**config.mk**
```make
export PLATFORM = sky130hd
export DESIGN_NAME = pc_addr_unit_flat
export DESIGN_NICKNAME = d
export VERILOG_FILES = /design/src/rtl/lc3_pkg.sv /design/src/rtl/pc_addr_unit_if.sv /design/src/rtl/addr_gen.sv /design/src/rtl/sext.sv /design/src/rtl/pc_addr_unit.sv /design/src/flat_wrapper.sv
export SDC_FILE = /design/constraint.sdc
export NUM_CORES = 1
export LEC_CHECK = 0
export ABC_AREA = 1
export CORE_AREA = 3 3 72 141
export DETAILED_ROUTE_END_ITERATION = 7
export DIE_AREA = 0 0 75 144
export GPL_TIMING_DRIVEN = 0
export PLACE_DENSITY = 0.82
export SYNTH_ARGS = -nofsm -noshare
export SYNTH_HDL_FRONTEND = slang
export SYNTH_HIERARCHICAL = 1
export SYNTH_SLANG_ARGS = --single-unit
```
**constraint.sdc**
```tcl
create_clock -name Clk -period 4.11 [get_ports Clk]
set_input_delay 0.6165 -clock Clk [delete_from_list [all_inputs] [get_ports Clk]]
set_output_delay 0.6165 -clock Clk [all_outputs]
set_load 0.05 [all_outputs]
```
**src/rtl/lc3_pkg.sv**
```systemverilog
// Shared LC-3 datapath constants: mux select encodings and datapath width.
package lc3_pkg;

    localparam int unsigned WIDTH = 16;

    typedef enum logic [1:0] {
        PC_INC  = 2'b00,
        PC_BUS  = 2'b01,
        PC_ADDR = 2'b10,
        PC_HOLD = 2'b11
    } pcmux_e;

    typedef enum logic [1:0] {
        A2_ZERO  = 2'b00,
        A2_OFF6  = 2'b01,
        A2_OFF9  = 2'b10,
        A2_OFF11 = 2'b11
    } addr2mux_e;

    localparam logic A1_PC   = 1'b0;
    localparam logic A1_SR1  = 1'b1;
    localparam logic MM_SUM  = 1'b0;
    localparam logic MM_TRAP = 1'b1;

endpackage

```
**src/rtl/pc_addr_unit_if.sv**
```systemverilog
// Control/bus signals of the LC-3 IR/PC/MAR address stage.
interface pc_addr_unit_if #(
    parameter int unsigned WIDTH = lc3_pkg::WIDTH
);
    logic [WIDTH-1:0] Bus;
    logic [WIDTH-1:0] SR1_OUT;
    logic             LD_IR;
    logic             LD_PC;
    logic             LD_MAR;
    logic [1:0]       PCMUX;
    logic             ADDR1MUX;
    logic [1:0]       ADDR2MUX;
    logic             MARMUX;
    logic [WIDTH-1:0] IR;
    logic [WIDTH-1:0] PC;
    logic [WIDTH-1:0] MAR;
    logic [WIDTH-1:0] ADDR_SUM;
    logic [WIDTH-1:0] MARMUX_Out;
    logic [WIDTH-1:0] IMM5;

    modport master (
        output Bus, SR1_OUT, LD_IR, LD_PC, LD_MAR, PCMUX, ADDR1MUX, ADDR2MUX, MARMUX,
        input  IR, PC, MAR, ADDR_SUM, MARMUX_Out, IMM5
    );

    modport slave (
        input  Bus, SR1_OUT, LD_IR, LD_PC, LD_MAR, PCMUX, ADDR1MUX, ADDR2MUX, MARMUX,
        output IR, PC, MAR, ADDR_SUM, MARMUX_Out, IMM5
    );
endinterface

```
**src/rtl/addr_gen.sv**
```systemverilog
// ADDR1/ADDR2 muxes and the effective-address adder; wraps silently modulo 2^WIDTH.
module addr_gen
    import lc3_pkg::*;
#(
    parameter int unsigned AW = lc3_pkg::WIDTH
) (
    input  logic [AW-1:0] i_pc,
    input  logic [AW-1:0] i_sr1,
    input  logic          i_addr1_sel,
    input  logic [1:0]    i_addr2_sel,
    input  logic [AW-1:0] i_off6,
    input  logic [AW-1:0] i_off9,
    input  logic [AW-1:0] i_off11,
    output logic [AW-1:0] o_sum
);
    logic [AW-1:0] w_addr1;
    logic [AW-1:0] w_addr2;

    always_comb begin
        w_addr1 = (i_addr1_sel == A1_SR1) ? i_sr1 : i_pc;
        w_addr2 = '0;
        unique case (i_addr2_sel)
            A2_ZERO:  w_addr2 = '0;
            A2_OFF6:  w_addr2 = i_off6;
            A2_OFF9:  w_addr2 = i_off9;
            A2_OFF11: w_addr2 = i_off11;
            default:  w_addr2 = '0;
        endcase
    end

    assign o_sum = w_addr1 + w_addr2;
endmodule

```
**src/rtl/sext.sv**
```systemverilog
// Sign-extends an IN_W-bit field to OUT_W bits by replicating its top bit.
module sext #(
    parameter int unsigned IN_W  = 5,
    parameter int unsigned OUT_W = 16
) (
    input  logic [IN_W-1:0]  i_in,
    output logic [OUT_W-1:0] o_out
);
    assign o_out = {{(OUT_W - IN_W){i_in[IN_W-1]}}, i_in};
endmodule

```
**src/rtl/pc_addr_unit.sv**
```systemverilog
// LC-3 IR/PC/MAR registers with PCMUX/MARMUX and effective-address generation.
module pc_addr_unit #(
    parameter int unsigned       WIDTH    = lc3_pkg::WIDTH,
    parameter logic [WIDTH-1:0] PC_RESET = '0
) (
    input  logic          Clk,
    input  logic          Reset_n,
    pc_addr_unit_if.slave bus_if
);
    import lc3_pkg::*;

    logic [WIDTH-1:0] r_ir;
    logic [WIDTH-1:0] r_pc;
    logic [WIDTH-1:0] r_mar;
    logic [WIDTH-1:0] w_pc_next;
    logic [WIDTH-1:0] w_sum;
    logic [WIDTH-1:0] w_off6;
    logic [WIDTH-1:0] w_off9;
    logic [WIDTH-1:0] w_off11;
    logic [WIDTH-1:0] w_imm5;
    logic [WIDTH-1:0] w_trapvect;

    sext #(.IN_W(6),  .OUT_W(WIDTH)) u_sext_off6  (.i_in(r_ir[5:0]),  .o_out(w_off6));
    sext #(.IN_W(9),  .OUT_W(WIDTH)) u_sext_off9  (.i_in(r_ir[8:0]),  .o_out(w_off9));
    sext #(.IN_W(11), .OUT_W(WIDTH)) u_sext_off11 (.i_in(r_ir[10:0]), .o_out(w_off11));
    sext #(.IN_W(5),  .OUT_W(WIDTH)) u_sext_imm5  (.i_in(r_ir[4:0]),  .o_out(w_imm5));

    addr_gen #(.AW(WIDTH)) u_addr_gen (
        .i_pc        (r_pc),
        .i_sr1       (bus_if.SR1_OUT),
        .i_addr1_sel (bus_if.ADDR1MUX),
        .i_addr2_sel (bus_if.ADDR2MUX),
        .i_off6      (w_off6),
        .i_off9      (w_off9),
        .i_off11     (w_off11),
        .o_sum       (w_sum)
    );

    assign w_trapvect = {{(WIDTH - 8){1'b0}}, r_ir[7:0]};

    always_comb begin
        w_pc_next = r_pc;
        unique case (bus_if.PCMUX)
            PC_INC:  w_pc_next = r_pc + 1'b1;
            PC_BUS:  w_pc_next = bus_if.Bus;
            PC_ADDR: w_pc_next = w_sum;
            PC_HOLD: w_pc_next = r_pc;
            default: w_pc_next = r_pc;
        endcase
    end

    // Sum is built from pre-edge IR/PC, so a same-cycle LD_IR only affects the next address.
    always_ff @(posedge Clk) begin
        if (!Reset_n) begin
            r_ir  <= '0;
            r_pc  <= PC_RESET;
            r_mar <= '0;
        end else begin
            if (bus_if.LD_IR)  r_ir  <= bus_if.Bus;
            if (bus_if.LD_PC)  r_pc  <= w_pc_next;
            if (bus_if.LD_MAR) r_mar <= bus_if.Bus;
        end
    end

    assign bus_if.IR         = r_ir;
    assign bus_if.PC         = r_pc;
    assign bus_if.MAR        = r_mar;
    assign bus_if.ADDR_SUM   = w_sum;
    assign bus_if.MARMUX_Out = (bus_if.MARMUX == MM_TRAP) ? w_trapvect : w_sum;
    assign bus_if.IMM5       = w_imm5;
endmodule

```
**src/flat_wrapper.sv**
```systemverilog
// flat-port wrapper written by rule: the top's interface ports become plain ports
module pc_addr_unit_flat import lc3_pkg::*;
#(
    parameter int unsigned       WIDTH    = lc3_pkg::WIDTH,
    parameter logic [WIDTH-1:0] PC_RESET = '0
)
  (Clk, Reset_n, bus_if_Bus, bus_if_SR1_OUT, bus_if_LD_IR, bus_if_LD_PC, bus_if_LD_MAR, bus_if_PCMUX, bus_if_ADDR1MUX, bus_if_ADDR2MUX, bus_if_MARMUX, bus_if_IR, bus_if_PC, bus_if_MAR, bus_if_ADDR_SUM, bus_if_MARMUX_Out, bus_if_IMM5);
  pc_addr_unit_if #(.WIDTH(WIDTH)) bus_if_i ();
  input  logic Clk;
  input  logic Reset_n;
  input wire logic [$bits(bus_if_i.Bus)-1:0] bus_if_Bus;
  input wire logic [$bits(bus_if_i.SR1_OUT)-1:0] bus_if_SR1_OUT;
  input wire logic [$bits(bus_if_i.LD_IR)-1:0] bus_if_LD_IR;
  input wire logic [$bits(bus_if_i.LD_PC)-1:0] bus_if_LD_PC;
  input wire logic [$bits(bus_if_i.LD_MAR)-1:0] bus_if_LD_MAR;
  input wire logic [$bits(bus_if_i.PCMUX)-1:0] bus_if_PCMUX;
  input wire logic [$bits(bus_if_i.ADDR1MUX)-1:0] bus_if_ADDR1MUX;
  input wire logic [$bits(bus_if_i.ADDR2MUX)-1:0] bus_if_ADDR2MUX;
  input wire logic [$bits(bus_if_i.MARMUX)-1:0] bus_if_MARMUX;
  output wire logic [$bits(bus_if_i.IR)-1:0] bus_if_IR;
  output wire logic [$bits(bus_if_i.PC)-1:0] bus_if_PC;
  output wire logic [$bits(bus_if_i.MAR)-1:0] bus_if_MAR;
  output wire logic [$bits(bus_if_i.ADDR_SUM)-1:0] bus_if_ADDR_SUM;
  output wire logic [$bits(bus_if_i.MARMUX_Out)-1:0] bus_if_MARMUX_Out;
  output wire logic [$bits(bus_if_i.IMM5)-1:0] bus_if_IMM5;
  assign bus_if_i.Bus = bus_if_Bus;
  assign bus_if_i.SR1_OUT = bus_if_SR1_OUT;
  assign bus_if_i.LD_IR = bus_if_LD_IR;
  assign bus_if_i.LD_PC = bus_if_LD_PC;
  assign bus_if_i.LD_MAR = bus_if_LD_MAR;
  assign bus_if_i.PCMUX = bus_if_PCMUX;
  assign bus_if_i.ADDR1MUX = bus_if_ADDR1MUX;
  assign bus_if_i.ADDR2MUX = bus_if_ADDR2MUX;
  assign bus_if_i.MARMUX = bus_if_MARMUX;
  assign bus_if_IR = bus_if_i.IR;
  assign bus_if_PC = bus_if_i.PC;
  assign bus_if_MAR = bus_if_i.MAR;
  assign bus_if_ADDR_SUM = bus_if_i.ADDR_SUM;
  assign bus_if_MARMUX_Out = bus_if_i.MARMUX_Out;
  assign bus_if_IMM5 = bus_if_i.IMM5;
  pc_addr_unit #(.WIDTH(WIDTH), .PC_RESET(PC_RESET)) u_core (.Clk(Clk), .Reset_n(Reset_n), .bus_if(bus_if_i));
endmodule
```
==> summary.txt, run 1 <==
status - complete, no violations
final WL - 16.1 mm
diode count - 0
root buf cell - clkbuf_16
Avg WL per Cell - 16.3 microns
vias per cell - 5.31
CP Data Required Time - 3.49 ns
RSZ-0062 raised after global routing - no
FP Rows - 49
actual slew at the worst max-slew pin - 0.676 ns
Synth top area share - 21.3%
Slew Viols, Final - 0
maximum clock rate - 252 MHz
register area share after synthesis - 21.3%
Iter 0 DRT Violations - 268
multi-input logic area - 2630 sq um
Syn Area/Cell - 6.14 sq um
min Tclk post-route - 3.96 ns
placed cell areas - 6000 sq um
TritonCTS buffer count - 5
gr usage total - 30.0%
largest net degree at the start of global routing - 19
overall power - 2.01 mW
H-tree levels - 2
synthesis-stage register bit count - 48
Final Hold Viols - 0
CP Cell Sequence - clkdlybuf4s50_1 > buf_6 > nand2_1 > inv_2 > buf_6 > nand2_1 > nand3_2 > ha_2 > inv_1 > fa_2 > inv_1 > nand4_1 > nand2_2 > xor2_1 > inv_1 > o21ai_1 > buf_4
Leak - 3.06 nW
largest cells by area after synthesis - dfxtp_1 (21%), nand2_1 (14%), buf_4 (11%)
IO Pins - 139
Critical R2R Launch - u_core/bus_if.IR[4]
clock-pin transition on the worst setup and hold timing paths - 0.07 ns
Syn Nets - 796
Crit Path Class - in2out
met3 Track Usage GR - 4.04%
Die ar. - 10800 sq um
register area - 961 sq um
met2 global-route usage - 59.2%
Post-DP HPWL - 13.2 mm
vias in the first global route - 5113
Final ANT Viol Nets - 0
Worst Hold Launch - u_core/bus_if.IR[12]
synthesized area - 4500 sq um
max_cap viols - 0
Yosys top cell by area - dfxtp_1
# DRC - 0
Horiz. Die Dim - 75 microns
Netlist cell types - 35
slowest cell on the critical path - clkdlybuf4s50_1
met1 Use GR - 28.8%
first-pass GRT wire length - 24.7 mm
crit path from - bus_if_ADDR2MUX[0]
vias post-DR - 5218
worst path arrival time - 3.35 ns
layout cell share with drive strength beyond 1 - 19.4%
Top Usage Layer GRT - met2
crit-path max FO - 10
Max stage delay on crit path - 0.49 ns
Power Density - 325 nW/um^2
Post-Syn Instances - 733
Hold WC Path Type - reg2reg
RePlAce Congestion - 0.980
Final Net Count - 942
Filler cells - 835
TritonCTS clock tree - done
die height - 144 microns
initial antenna violation count - 0
Clock Skews - 0.00326 ns
relative max-transition margin - 54.9%
Max VDD drop - 0.000284 V
post-route cell area - 6190 sq um
CP endpoint kind - primary output
Top cell by count, worst path - inv_1
CP top delay family - buffers and inverters
final setup vio count - 0
fin crit share - 96.5%
Final Core Density - 67.8%
Sink Count - 48
Worst Path Buf+Inv - 8
Synth Warn # - 6
# port buffers - 135
Reg2Reg Setup Slack - 1.20 ns
drt pass-1 iters - 5
CP startpoint kind - input port
GR Overflow Total - 0
WHS - 0.514 ns
Starting Density - 49.3%
core area - 9140 sq um
Clock Latency Late Sink - 0.30 ns
CTS max path bufs - 2
Layout area overhead - 37.5%
==> worst paths after layout <==
check | end | cells after the start
min reg2reg | u_core/bus_if.IR[12] | 2
max | bus_if_MARMUX_Out[6] | 17
min | u_core/bus_if.IR[12] | 2
max reg2reg | u_core/bus_if.PC[15] | 18
==> report_power, final <==
part	internal (mW)	switching, mW	leakage, nW
sequential	0.499	0.0444	0.398
clock	0.227	0.195	0.0671
combinational	0.354	0.691	2.60
total	1.08	0.930	3.06
==> kinds of logic (layout without fill, tap and decap cells) <==
kind of cell | after synthesis | count (layout) | synth area share [%]
AOI/OAI and AO/OA | 121 | 121 | 13.8
xor gates and xnor gates | 10 | 10 | 1.94
adders and majority gates | 20 | 20 | 5.72
buffers and inverters | 183 | 330 | 21.9
DFF | 48 | 48 | 21.3
muxes | 15 | 15 | 3.75
and+or+nand+nor | 336 | 336 | 31.6
==> cells in the mapped netlist <==
| cell type | n |
|---|---|
| nor3_1 | 4 |
| a211oi_1 | 1 |
| a21oi_2 | 2 |
| a21oi_1 | 40 |
| dfxtp_1 | 48 |
| inv_4 | 1 |
| xnor2_1 | 4 |
| or2_4 | 1 |
| nand2_1 | 169 |
| o22ai_1 | 2 |
| inv_1 | 84 |
| nand4_1 | 4 |
| a31oi_1 | 1 |
| nor3_2 | 3 |
| nand3_1 | 54 |
| xor2_1 | 6 |
| ha_1 | 19 |
| fa_1 | 1 |
| nor2_1 | 84 |
| clkinv_1 | 1 |
| inv_2 | 6 |
| buf_4 | 67 |
| nor2_2 | 5 |
| or2_1 | 1 |
| nor2_4 | 1 |
| mux2_2 | 15 |
| buf_2 | 11 |
| nand3b_1 | 2 |
| buf_6 | 4 |
| o21ai_0 | 69 |
| clkbuf_1 | 9 |
| nand3_2 | 1 |
| o21ai_1 | 5 |
| nand2_2 | 7 |
| a21o_1 | 1 |
==> metrics by stage <==
stage	std cells	setup WS, ns	setup TNS, ns
global route	982	0.0130	0
floorplan	733	-0.223	-0.248
finish	982	0.146	0
CTS	978	0.00469	0
detailed placement	970	-0.718	-10.60
global placement	970	-0.653	-9.47
==> cell usage in the layout (no fill, tap or decap), types with 4 or more instances in the layout <==
cell and count:
o21ai_1 10, a21oi_1 40, nand3_1 51, nand3_2 4, dlygate4sd2_1 8, ha_1 18
clkbuf_2 6, buf_4 73, mux2_2 15, nor2_2 8, dfxtp_1 48, nand2_1 165
nor2_1 81, clkdlybuf4s50_1 105, clkbuf_1 10, clkbuf_16 5, nor3_1 4, inv_2 6
buf_6 10, nand4_1 4, nand2_2 11, inv_1 84, o21ai_0 64, buf_2 13
==> final cells by class <==
cell class | instances | share of cell area (%)
Timing Repair Buffer | 139 | 21.5
Buffer | 91 | 10.4
Inverter | 92 | 5.62
Sequential cell | 48 | 15.5
Multi-Input combinational cell | 502 | 42.5
Clock buffer | 6 | 2.08
Clock inverter | 2 | 0.263
Tap cell | 102 | 2.06
==> worst register-to-register path: stages, from the launching register on <==
cell     delay [ns]
dfxtp_1        0.71
buf_4          0.22
nand3_1        0.09
nand3_1        0.12
ha_1           0.30
nand2_1        0.10
nand2_1        0.09
a21oi_1        0.17
nand2_2        0.11
nand2_1        0.09
nand2_1        0.05
nand2_1        0.07
nand2_2        0.09
inv_1          0.09
o22ai_1        0.09
o21ai_0        0.23
inv_1          0.06
nand2_1        0.06
a21oi_1        0.05
==> flip-flops by register name (all words and copies together), names as in the netlist <==
signal	cells
u_core/bus_if.PC	16
u_core/bus_if.MAR	16
u_core/bus_if.IR	16
==> what timing repair did <==
item,4_1_cts,5_1_grt
buffers inserted,0,4
endpoints found under the setup margin,28,26
hold buffers,0,0
pin swaps,0,3
gates resized for setup,86,33
==> per-layer routing <==
metal	part of all wire, %	routed length, microns
met5	0	0
met4	3.9	634
met3	5.6	896
met2	57	9150
met1	33	5370
Note: power is estimated with default switching activity, not from simulation.
==> run 2: changes to the inputs <==
- CORE_AREA: 3 3 72 141 -> 2 2 71 140
- DIE_AREA: 0 0 75 144 -> 0 0 73 142
==> summary.txt, run 2 (same netlist as run 1, synthesis figures left out) <==
CP Cell Sequence - clkdlybuf4s50_1 > buf_6 > nand2_1 > inv_2 > buf_6 > buf_12 > nand2_1 > nand3_1 > ha_1 > nand2_1 > nand2_1 > nand2_1 > nand2_1 > a21oi_1 > nand3_1 > nand2_1 > inv_1 > nor2_1 > buf_4
RePlAce Congestion - 1.03
CP startpoint kind - input port
slowest cell on the critical path - clkdlybuf4s50_1
final setup vio count - 0
TritonCTS buffer count - 5
Horiz. Die Dim - 73 microns
initial antenna violation count - 0
largest net degree at the start of global routing - 19
Final ANT Viol Nets - 0
Crit Path Class - in2out
Critical R2R Launch - u_core/bus_if.IR[5]
Final Net Count - 944
Reg2Reg Depth - 17
die height - 142 microns
core area - 9320 sq um
# port buffers - 135
most common cell after layout, fill and taps aside - nand2_1
Max VDD drop - 0.000314 V
final WL - 16.1 mm
min Tclk post-route - 3.99 ns
fin crit share - 97.1%
vias post-DR - 5205
IO Pins - 139
Sink Count - 48
vias in the first global route - 5127
Iter 0 DRT Violations - 272
worst path arrival time - 3.37 ns
# DRC - 0
layout cell share with drive strength beyond 1 - 19.6%
GR Overflow Total - 0
diode count - 0
TritonCTS clock tree - done
CP Data Required Time - 3.49 ns
Worst Hold End - u_core/bus_if.MAR[13]
Hold WC Path Type - reg2reg
first-pass GRT wire length - 24.4 mm
Power Density - 325 nW/um^2
Slew Viols, Final - 0
drt pass-1 iters - 5
Leak - 3.06 nW
worst hold path depth - 2
Avg WL per Cell - 16.3 microns
Worst Hold Launch - u_core/bus_if.MAR[13]
max_cap viols - 0
Post-DP HPWL - 13.2 mm
placed cell areas - 6010 sq um
Clock Skews - 0.00303 ns
Starting Density - 48.3%
Final Hold Viols - 0
Max stage delay on crit path - 0.49 ns
FP Rows - 50
fin worst setup slack - 0.119 ns
H-tree levels - 2
Clock Latency Late Sink - 0.29 ns
post-route cell area - 6210 sq um
status - complete, no violations
CP endpoint kind - primary output
crit-path max FO - 7
vias per cell - 5.28
clock-pin transition on the worst setup and hold timing paths - 0.07 ns
Top cell by count, worst path - nand2_1
maximum clock rate - 251 MHz
relative max-transition margin - 51.0%
actual slew at the worst max-slew pin - 0.735 ns
gr usage total - 30.7%
commonest non-fill, non-tap cells in the layout - nand2_1 (167), clkdlybuf4s50_1 (106), inv_1 (84)
pre-CTS WS - -0.736 ns
Layout area overhead - 37.9%
r2r endpoint - u_core/bus_if.PC[15]
Die ar. - 10400 sq um
CTS max path bufs - 2
Reg2Reg Setup Slack - 1.16 ns
root buf cell - clkbuf_16
RSZ-0062 raised after global routing - yes
-- run 2: cell count changes in the layout (fill, tap and decap cells not counted), sizes merged --
cell,delta
clkdlybuf4s50,+1
buf,+3
clkdlybuf4s15,-1
clkdlybuf4s18,-1
dlygate4sd2,-1
dlymetal6s2s,-1
clkbuf,+2
-- run 2: layer usage --
metal	up-vias	GRT usage [%]	wire length, microns
li1	2554	-	-
met1	2384	28.8	5300
met2	225	60.4	9280
met3	42	4.32	906
met4	0	15.6	631
met5	-	0	0
-- run 2: power breakdown --
| group | leakage [nW] | total, mW | switching [mW] | internal, mW |
|---|---|---|---|---|
| combinational | 2.60 | 1.05 | 0.698 | 0.356 |
| sequential | 0.398 | 0.544 | 0.0453 | 0.499 |
| clock | 0.0671 | 0.417 | 0.190 | 0.227 |
-- run 2: critical path, delay by kind of cell --
kind	cells	cell delay [ns]
AO/OA/AOI/OAI	1	0.17
adder cells (fa/ha/maj)	1	0.31
buffers and inverters	7	1.32
AND/OR/NAND/NOR	10	0.95
-- run 2: worst max-delay path by stage --
stage / start / to / cells after the start
final: bus_if_ADDR2MUX[0] / bus_if_MARMUX_Out[15] / 19
after global routing: bus_if_ADDR2MUX[0] / bus_if_ADDR_SUM[11] / 16
after CTS: bus_if_ADDR2MUX[1] / bus_if_MARMUX_Out[6] / 16
after detailed placement: bus_if_ADDR2MUX[1] / bus_if_MARMUX_Out[4] / 15
after global placement: bus_if_ADDR2MUX[1] / bus_if_MARMUX_Out[6] / 16
after floorplan: bus_if_ADDR2MUX[0] / bus_if_MARMUX_Out[6] / 14
-- run 2: cell type report --
| type | instances | area, sq um |
|---|---|---|
| timing repair buffer | 141 | 1350 |
| clock inverter | 2 | 16.3 |
| inverter | 92 | 348 |
| clock buffer | 6 | 129 |
| fill | 887 | 3110 |
| buffer | 91 | 652 |
| sequential | 48 | 961 |
| multi-input combinational | 502 | 2630 |
| tap | 104 | 130 |
-- run 2: repair_timing --
| item | 4_1_cts | 5_1_grt |
|---|---|---|
| hold buffers | 0 | 0 |
| resized for setup | 87 | 44 |
| endpoints found under the setup margin | 28 | 28 |
| hold endpoints to repair | 0 | 0 |
| setup buffers | 0 | 6 |
| pin swaps | 0 | 2 |
-- run 2: metrics by stage --
step / total power, mW / TNS [ns] / utilization (%) / hold WS, ns / std cells
after floorplan: 1.26 / -0.248 / - / 0.714 / 733
after global routing: 2.10 / -0.247 / 66.6 / 0.548 / 986
after global placement: 1.60 / -10.11 / 64.4 / 0.481 / 972
final: 2.01 / 0 / 66.6 / 0.512 / 986
after CTS: 2.00 / -0.0135 / 66.0 / 0.509 / 980
after detailed placement: 1.61 / -11.30 / 64.4 / 0.483 / 972
==> run 3: changes to the inputs <==
- CORE_AREA: 2 2 71 140 -> 2 2 72 142
- DIE_AREA: 0 0 73 142 -> 0 0 74 144
- PLACE_DENSITY: 0.82 -> 0.8
- SKIP_LAST_GASP: default -> 1
- clock period: 4.11 -> 3.88 ns (I/O delays scaled with it)
==> summary.txt, run 3 (same netlist as run 1, synthesis figures left out) <==
first-pass GRT wire length - 25.0 mm
die height - 144 microns
FP Rows - 51
# port buffers - 135
Max VDD drop - 0.000246 V
actual slew at the worst max-slew pin - 0.772 ns
drt pass-1 iters - 7
Final Hold Viols - 0
layout cell share with drive strength beyond 1 - 20.4%
vias post-DR - 5167
Finished Layout Cells - 1015
fin crit share - 96.5%
Final Net Count - 945
relative max-transition margin - 48.5%
commonest non-fill, non-tap cells in the layout - nand2_1 (165), clkdlybuf4s50_1 (106), inv_1 (84)
TritonCTS buffer count - 5
maximum clock rate - 267 MHz
core area - 9640 sq um
Power Density - 341 nW/um^2
CTS Hold Buffers Added - 0
CP startpoint kind - input port
pre-CTS WS - -0.969 ns
Filler cells - 919
TritonCTS clock tree - done
overall power - 2.15 mW
largest net degree at the start of global routing - 19
vias per cell - 5.09
Clock Skews - 0.00321 ns
RePlAce Congestion - 0.943
CP Data Required Time - 3.30 ns
final WL - 16.1 mm
Slew Viols, Final - 0
Sink Count - 48
register area - 961 sq um
Hold WC Path Type - reg2reg
max_cap viols - 0
combinational share of power - 52.6%
Avg WL per Cell - 15.9 microns
dpl cells - 1000
Post-DP HPWL - 13.3 mm
most common cell after layout, fill and taps aside - nand2_1
Sw Ratio - 46.1%
status - complete, no violations
Horiz. Die Dim - 74 microns
Starting Density - 46.7%
fin worst setup slack - 0.135 ns
Layout area overhead - 40.0%
CP endpoint kind - primary output
multi-input logic area - 2670 sq um
final setup vio count - 0
CTS max path bufs - 2
IO Pins - 139
gr usage total - 30.8%
Final ANT Viol Nets - 0
Iter 0 DRT Violations - 314
Psw - 0.989 mW
clock-pin transition on the worst setup and hold timing paths - 0.07 ns
diode count - 0
WHS - 0.503 ns
Power Internal - 1.16 mW
root buf cell - clkbuf_16
Crit Path Class - in2out
Leak - 3.08 nW
Seq pwr share - 26.8%
GR Overflow Total - 0
H-tree levels - 2
crit-path max FO - 10
vias in the first global route - 5183
clock power share - 20.6%
Clock Latency Late Sink - 0.29 ns
worst path arrival time - 3.16 ns
Die ar. - 10700 sq um
# DRC - 0
initial antenna violation count - 0
min Tclk post-route - 3.75 ns
[run 3: power by group through the flow]
stage	registers [mW]	clock network, mW	logic [mW]
2_1_floorplan	0.696	0	0.650
3_3_place_gp	0.584	0	1.12
3_5_place_dp	0.586	0	1.13
4_1_cts	0.575	0.451	1.12
5_1_grt	0.582	0.465	1.20
6_report	0.575	0.443	1.13
[run 3: area by class of cell]
type / instances / area share, %
clock buffers: 6 / 2.04
inverters: 92 / 5.52
plain buffers: 91 / 10.3
flip-flops and latches: 48 / 15.2
repair buffers: 142 / 21.8
multi-input cells: 502 / 42.3
clock inverters: 2 / 0.258
well taps: 132 / 2.62
[run 3: per-stage QoR]
step | TNS, ns | instance area [sq um] | util (%)
2_1_floorplan | -0.244 | 4560 | -
3_3_place_gp | -14.88 | 6080 | 63.1
3_5_place_dp | -17.12 | 6080 | 63.1
4_1_cts | -0.00446 | 6280 | 65.1
5_1_grt | -0.00355 | 6300 | 65.4
6_report | 0 | 6300 | 65.4
[run 3: repair_timing]
item                                    4_1_cts  5_1_grt
pin swaps                                     2        3
endpoints found under the hold margin         0        0
gates resized for setup                     103       23
cloned                                        0        0
endpoints found under the setup margin       30       29
setup buffers                                 7        0
[run 3: per-layer routing]
layer / GRT usage (%) / up-vias / share of wire (%)
met4: 16.8 / 0 / 4.9
met1: 29.4 / 2347 / 33
li1: - / 2560 / -
met5: 0 / - / 0
met2: 59.9 / 212 / 57
met3: 4.25 / 48 / 5.3
[run 3: worst paths after layout]
path                        startpoint                   end  slack [ns]  cells past startpoint
setup / recovery    bus_if_ADDR2MUX[1]    bus_if_ADDR_SUM[8]        0.13                     14
hold / removal    u_core/bus_if.MAR[7]  u_core/bus_if.MAR[7]        0.50                      2
setup reg to reg   u_core/bus_if.IR[5]   u_core/bus_if.PC[7]        0.99                     15
hold reg to reg   u_core/bus_if.MAR[7]  u_core/bus_if.MAR[7]        0.50                      2
[run 3: critical path: stages]
cell and delay [ns]:
dlygate4sd2_1 0.27, inv_2 0.18, buf_2 0.26, nand3_1 0.12, nand3_2 0.13, ha_2 0.19
inv_1 0.05, fa_2 0.36, inv_1 0.10, nand3_1 0.09, nand3_2 0.14, a21oi_1 0.12
xnor2_2 0.17, clkdlybuf4s15_2 0.39
